--- src/rtl/syscall_ctrl.sv ---
// ============================================================================
// Module   : syscall_ctrl
// Purpose  : Syscall sequencer with display FIFO, console drain and sticky halt.
// Revision : 1.0
// ============================================================================
`default_nettype none

module syscall_ctrl #(
    parameter int                 DEPTH        = 4,
    parameter int                 DATA_W       = 32,
    parameter logic [DATA_W-1:0]  CODE_DISPLAY = DATA_W'(1),
    parameter logic [DATA_W-1:0]  CODE_EXIT    = DATA_W'(10)
) (
    input  logic                      clk,
    input  logic                      rst_n,
    input  logic                      req_valid,
    output logic                      req_ready,
    input  logic [DATA_W-1:0]         req_code,
    input  logic [DATA_W-1:0]         req_arg,
    output logic                      con_valid,
    output logic [DATA_W-1:0]         con_data,
    input  logic                      con_ready,
    output logic [$clog2(DEPTH):0]    count,
    output logic [31:0]               disp_cnt,
    output logic                      err,
    output logic                      halt
);

    localparam int PTR_W = $clog2(DEPTH);
    localparam int CNT_W = PTR_W + 1;

    typedef enum logic [1:0] {
        ST_RUN    = 2'd0,
        ST_DRAIN  = 2'd1,
        ST_HALTED = 2'd2
    } state_t;

    state_t              state_q, state_d;
    logic [PTR_W-1:0]    head_q, head_d;
    logic [PTR_W-1:0]    tail_q, tail_d;
    logic [CNT_W-1:0]    count_q, count_d;
    logic [31:0]         disp_cnt_q, disp_cnt_d;
    logic                err_q, err_d;
    logic [DATA_W-1:0]   mem_q [DEPTH];
    logic [DATA_W-1:0]   mem_d [DEPTH];

    logic                w_accept;
    logic                w_push;
    logic                w_pop;

    // Ready depends only on registered state so the processor sees no
    // combinational path from its own valid or from the console side.
    assign req_ready = (state_q == ST_RUN) && (count_q != CNT_W'(DEPTH));
    assign con_valid = (count_q != '0);
    assign con_data  = mem_q[head_q];
    assign count     = count_q;
    assign disp_cnt  = disp_cnt_q;
    assign err       = err_q;
    assign halt      = (state_q == ST_HALTED);

    assign w_accept  = req_valid && req_ready;
    assign w_push    = w_accept && (req_code == CODE_DISPLAY);
    assign w_pop     = con_valid && con_ready;

    always_comb begin
        state_d    = state_q;
        head_d     = head_q;
        tail_d     = tail_q;
        count_d    = count_q;
        disp_cnt_d = disp_cnt_q;
        err_d      = 1'b0;
        mem_d      = mem_q;

        if (w_push) begin
            mem_d[tail_q] = req_arg;
            tail_d        = tail_q + PTR_W'(1);
        end

        if (w_pop) begin
            head_d     = head_q + PTR_W'(1);
            disp_cnt_d = disp_cnt_q + 32'd1;
        end

        case ({w_push, w_pop})
            2'b10:   count_d = count_q + CNT_W'(1);
            2'b01:   count_d = count_q - CNT_W'(1);
            default: count_d = count_q;
        endcase

        case (state_q)
            ST_RUN: begin
                if (w_accept && (req_code == CODE_EXIT)) begin
                    state_d = ST_DRAIN;
                end else if (w_accept && !w_push) begin
                    err_d = 1'b1;
                end
            end
            ST_DRAIN: begin
                if (count_q == '0) begin
                    state_d = ST_HALTED;
                end
            end
            ST_HALTED: state_d = ST_HALTED;
            default:   state_d = ST_RUN;
        endcase
    end

    always_ff @(posedge clk or negedge rst_n) begin
        if (!rst_n) begin
            state_q    <= ST_RUN;
            head_q     <= '0;
            tail_q     <= '0;
            count_q    <= '0;
            disp_cnt_q <= '0;
            err_q      <= 1'b0;
            mem_q      <= '{default: '0};
        end else begin
            state_q    <= state_d;
            head_q     <= head_d;
            tail_q     <= tail_d;
            count_q    <= count_d;
            disp_cnt_q <= disp_cnt_d;
            err_q      <= err_d;
            mem_q      <= mem_d;
        end
    end

endmodule

`default_nettype wire

--- config.mk ---
export PLATFORM = sky130hd
export DESIGN_NAME = syscall_ctrl
export DESIGN_NICKNAME = d
export VERILOG_FILES = /design/src/rtl/syscall_ctrl.sv
export SDC_FILE = /design/constraint.sdc
export NUM_CORES = 1
export LEC_CHECK = 0
export BUFFER_PORTS_ARGS = -buffer_cell sky130_fd_sc_hd__buf_2
export CAP_MARGIN = 15
export CORE_UTILIZATION = 51
export DETAILED_ROUTE_END_ITERATION = 12
export PLACE_DENSITY = 0.73
export SETUP_SLACK_MARGIN = 0.02
export SYNTH_ARGS = -nofsm -noshare
export SYNTH_HDL_FRONTEND = slang
export SYNTH_SLANG_ARGS = --single-unit
--- constraint.sdc ---
create_clock -name clk -period 2.5 [get_ports clk]
set_clock_uncertainty 0.15 [all_clocks]
set_input_delay 0.5 -clock clk [delete_from_list [all_inputs] [get_ports clk]]
set_output_delay 0.5 -clock clk [all_outputs]
set_load 0.02 [all_outputs]
# [Word level (Yosys, flattened, before mapping)]
# Index checks and enable logic that the tools add are counted.
[word_totals] output_inout_bits=71 regBits=170 input_bits=68
[classes] n_lt_le_gt_ge=3 bitwise_logic=2 mux=13 n_eq_ne=9 reduce_logical=13 add_sub_neg=5
[ops] cell="$bwmux W128" count=1
[ops] cell="$mux W32" count=3
[ops] cell="$bmux W32 S2" count=1
[ops] cell="$demux W32 S2" count=1
[ops] cell="$add A32 B1 Y32 const B" count=1
[ops] cell="$eq A32 B1 Y1 const B" count=1
[ops] cell="$eq A32 B4 Y1 const B" count=1
[ops] cell="$logic_and A1 B1 Y1" count=7
[ops] cell="$ge A3 B3 Y1 const B" count=2
[ops] cell="$not A2 Y3" count=2
[ops] cell="$pmux W2 S3" count=1
[ops] cell="$pmux W3 S2" count=1
[ops] cell="$add A2 B1 Y2 const B" count=2
[ops] cell="$eq A2 B1 Y1 const B" count=2
[ops] cell="$eq A2 B2 Y1 const B" count=2
[ops] cell="$mux W2" count=2
[ops] cell="$add A3 B1 Y3 const B" count=1
[ops] cell="$logic_not A3 Y1" count=1
[ops] cell="$lt A3 B1 Y1 const B" count=1
[ops] cell="$mux W1" count=3
[ops] cell="$ne A3 B3 Y1 const B" count=1
[ops] cell="$reduce_bool A3 Y1" count=1
[ops] cell="$sub A3 B1 Y3 const B" count=1
[ops] cell="$logic_not A2 Y1" count=1
[ops] cell="5 further kinds" count=5

# [Depth between registers and ports, before layout]
[depth] word_depth=9 depth_mapped=10

# [Least setup slack after synthesis]
# OpenSTA, ideal clock, no wires.
[synth_timing] path_kind="register to register" start="register count_q[0], in the netlist count[0]" end="register count_q[2], in the netlist count[2]" t_arrival_ps=2424 stages_incl_launch_ff=11 required_time_ps=2270 path_slack_ps=-154 path_buffers=1 path_cell_list="dfrtp_1 buf_2 or3b_2 and2_1 nand4_1 ha_1 inv_1 fa_1 xor2_1 nor2_1 xor2_1"
[synth_via] elab_chain_len=6 elab_cells_between_ends=12
[synth_lines] item="from (decl)" line_no="41" rtl="logic [CNT_W-1:0] count_q, count_d;"
[synth_lines] item="from (signal assigned)" line_no="121" rtl="count_q <= count_d;"
[synth_lines] item="$ne A3 B3 Y1 *" line_no="53" rtl="assign req_ready = (state_q == ST_RUN) && (count_q != CNT_W'(DEPTH));"
[synth_lines] item="$logic_and A1 B1 Y1 *" line_no="53"
[synth_lines] item="net req_ready" line_no="17" rtl="output logic req_ready,"
[synth_lines] item="$logic_and A1 B1 Y1 *" line_no="61" rtl="assign w_accept = req_valid && req_ready;"
[synth_lines] item="$logic_and A1 B1 Y1 *" line_no="62" rtl="assign w_push = w_accept && (req_code == CODE_DISPLAY);"
[synth_lines] item="$eq A2 B1 Y1 / $eq A2 B2 Y1 (equally long branches)" line_no="84" rtl="case ({w_push, w_pop})"
[synth_lines] item="$pmux W3 S2 / $reduce_bool A2 Y1 (equally long branches)"
# The timed path passes the listed nets; every way through them passes the cells marked *.
# A chain may end at the register's enable or synchronous reset.

# [Worst setup path in the final report]
[layout_timing] start="register head_q[0]" end="output con_data[0]"
[layout_via] elab_chain_len=4
[layout_lines] item="from (decl)" line_no="39" rtl="logic [PTR_W-1:0] head_q, head_d;"
[layout_lines] item="from (signal assigned)" line_no="111" rtl="head_q <= '0;"
[layout_lines] item="from (signal assigned)" line_no="119" rtl="head_q <= head_d;"
[layout_lines] item="$not A2 Y3 (not written as such)" line_no="55" rtl="assign con_data = mem_q[head_q];"
[layout_lines] item="$bmux W32 S2" line_no="55"
[layout_lines] item="$mux W32 (not written as such) (2 in series)" line_no="55"
[layout_lines] item="to (decl)" line_no="21" rtl="output logic [DATA_W-1:0] con_data,"
# No other way between the ends. The select of a mux whose other input is x is not followed.

==> results.toml <==
[run_status]
status = "finished, final reports clean"

[die]
initial_core_util_pct = 53.0
pin_count = 139
core_area_um2 = 15400
rows = 45
die_w_um = 129
die_height_um = 129
die_area_um2 = 16600

[clock_tree]
insertion_delay_ps = 420
cts.sinks = 170
h-tree-depth = 4
clkTransAtPathRegs_ps = 60
cts_tree = "built"
numCtsBuffers = 17
cts_buffer_depth = 2
postCtsSetupRepairBufs = 0
cts_root_buffer = "clkbuf_16"

[routing]
vias = 4852
viasPerCell = 5.38
drt_iter0_markers = 188
ant_nets = 0
wl_per_cell_um = 18.3
dr.pass1.iters = 5
drc_errors = 0
drt-total-wl_um = 16500

[final_layout]
nets = 756
multi_input_area_um2 = 3690
ff_latch_area_um2 = 4260
final_layout_size_suffix_gt1_share_pct = 47.4
layout_common_cells = "167 x dfrtp_1, 137 x buf_2, 60 x mux2_4, 60 x mux2_1, 32 x mux4_2"
fill_cells = 1164
final_common_cell = "dfrtp_1"
syn_to_final_growth_pct = 21.6

[timing]
hold_violations = 0
grt_setup_unrepaired = "true"
finalSetupTns_ps = 0
max_slew_margin_pct = 45.7
holdWs_ps = 189
fmax_mhz = 416
setup_viol = 0
fin_crit_ps = 2400
tightest_slew_ps = 814
fin_crit_sh_pct = 96.2
drv_slew = 0

[power_and_ir_drop]
finalPower_w = 0.00714
p_leak_nw = 5.02
powerDensity_nw_per_um2 = 717
ir_worst_vdd_mv = 0.498

[global_route]
overflow = 0
track_usage_pct = 22.3
grt_pass1_vias = 5490
grt_max_degree = 49
grt_pass1_wl_um = 28000
grt_antenna_before_repair = 0

[synthesis]
avgSynthCellArea_um2 = 15.8
synth_fp_nets = 596
synth_warnings = 0
synth_top_cell_by_area = "dfrtp_1"
synth.area.top_cells = "dfrtp_1 52%, mux2_4 11%, mux4_2 8.8%, mux2_1 8.3%, nor4_4 2.6%"
ys_ff_latch = 170
ys_types = 44
yosysTopAreaCellShare_pct = 52.0
synth_area_um2 = 8180
syn_inst = 518
synth-seq-area-share_pct = 52.0

[setup_path]
cp_slowest_cell = "mux4_2"
critPathKind = "reg2out"
cp_top_family = "multiplexers"
cp_max_fo = 14
end_kind = "primary output"
path_cells = "buf_8 -> mux4_2 -> buf_2"
crit_buf_inv = 2
cp.arrival_ps = 1750
crit_required_ps = 1850
cpPeakStageDelay_ps = 550
startpoint_type = "flip-flop"

[placed_design]
gp_congestion = 0.758
port_buffers = 138
dp.final_hpwl_um = 11300

[job]
drv_cap = 0

[hold_path]
holdCritPathClass = "in2reg"
[worst paths after layout]
check	slack [ps]	end	from	depth (start not counted)
max	100	con_data[0]	head_q[0]	3
min	190	mem_q[28]	req_arg[28]	2
max reg2reg	210	count[2]	count[0]	9
min reg2reg	320	disp_cnt[31]	disp_cnt[31]	1
max in group asynchronous	1110	disp_cnt[7]	rst_n	3
min in group asynchronous	410	mem_q[104]	rst_n	2
[synth_stat cells]
library cell	n
or4_1	1
o31a_1	1
nor3b_1	1
nor4_1	4
nor2_1	8
nand4_1	4
o41ai_1	1
xnor2_1	15
nand4_4	2
mux2_1	60
mux2i_1	1
dfrtp_1	170
buf_1	1
fa_1	1
buf_6	1
nor3_1	10
o21a_1	1
nor3_2	8
mux2_2	11
nand4_2	1
nor4_2	1
ha_1	9
a21oi_1	1
and2_1	2
buf_8	6
nand3b_1	1
and3_1	2
inv_1	14
o31ai_1	1
nand3_1	11
nand3_2	1
or3_1	2
mux2_4	60
xor2_1	22
mux4_2	32
and4_1	4
or3b_2	2
nor4_4	10
buf_4	6
o311ai_2	1
nand2b_1	2
buf_2	6
clkbuf_1	5
nand2_1	15
[flip-flops by register name, summed over array words and instances (netlist names)]
register and cells:
state_q 2, count 3, disp_cnt 32, tail_q 2, head_q 2, err 1, mem_q 128
[cells by family (layout without fill, tap and decap cells)]
kind of cell             after synthesis  after routing  share of synthesized area, %
adder cells (fa/ha/maj)               10             10                          1.62
flip-flops                           170            170                          52.0
other                                  0              1                             0
AO/OA/AOI/OAI                          6              6                         0.657
multiplexers                         164            164                          29.7
XOR/XNOR                              37             37                          3.96
buffers and inverters                 39            211                          3.07
AND/OR/NAND/NOR                       92             92                          9.00
[through the flow]
stage / setup slack [ps] / instance area [um2] / utilization (%) / instances
2_1_floorplan: 58.7 / 8200 / - / 518
3_3_place_gp: -20.9 / 9300 / 60.3 / 869
3_5_place_dp: -75.3 / 9300 / 60.3 / 869
4_1_cts: 33.4 / 9940 / 64.5 / 901
5_1_grt: 11.0 / 9950 / 64.5 / 901
6_report: 96.0 / 9950 / 64.5 / 902
[power by group]
part           switching, W  total, W  internal, W
combinational      0.000733   0.00133     0.000595
sequential         0.000159   0.00302      0.00286
clock               0.00102   0.00279      0.00177
total               0.00191   0.00714      0.00523
[per-layer routing]
layer  vias to the layer above  GRT usage, %  wire length, um
li1                       2201             -                -
met1                      2502          27.8             6940
met2                       117          36.9             8450
met3                        32          6.20              778
met4                         0          8.93              352
met5                         -             0                0
[what timing repair did]
item                                    CTS  global route
hold buffers                              1             0
hold endpoints to repair                 38             0
endpoints found under the setup margin   13             3
gates cloned                              0             0
resized for setup                         2             1
[area by class of cell]
| type | instances | share of cell area [%] |
|---|---|---|
| Antenna cell | 1 | 0.0252 |
| Clock buffer | 24 | 4.94 |
| Clock inverter | 7 | 1.38 |
| Tap cell | 211 | 2.65 |
| Timing Repair Buffer | 166 | 10.6 |
| Inverter | 14 | 0.528 |
| Sequential cell | 170 | 42.8 |
| Multi-Input combinational cell | 309 | 37.0 |
[worst reg2reg max path, delay by kind of cell, from the launching register on]
kind | cells | cell delay (ps)
buffers and inverters | 1 | 50
and+or+nand+nor | 4 | 750
xor gates and xnor gates | 2 | 300
adders and majority gates | 2 | 550
DFF | 1 | 400
No activity file was read; power rests on OpenSTA's default activity.
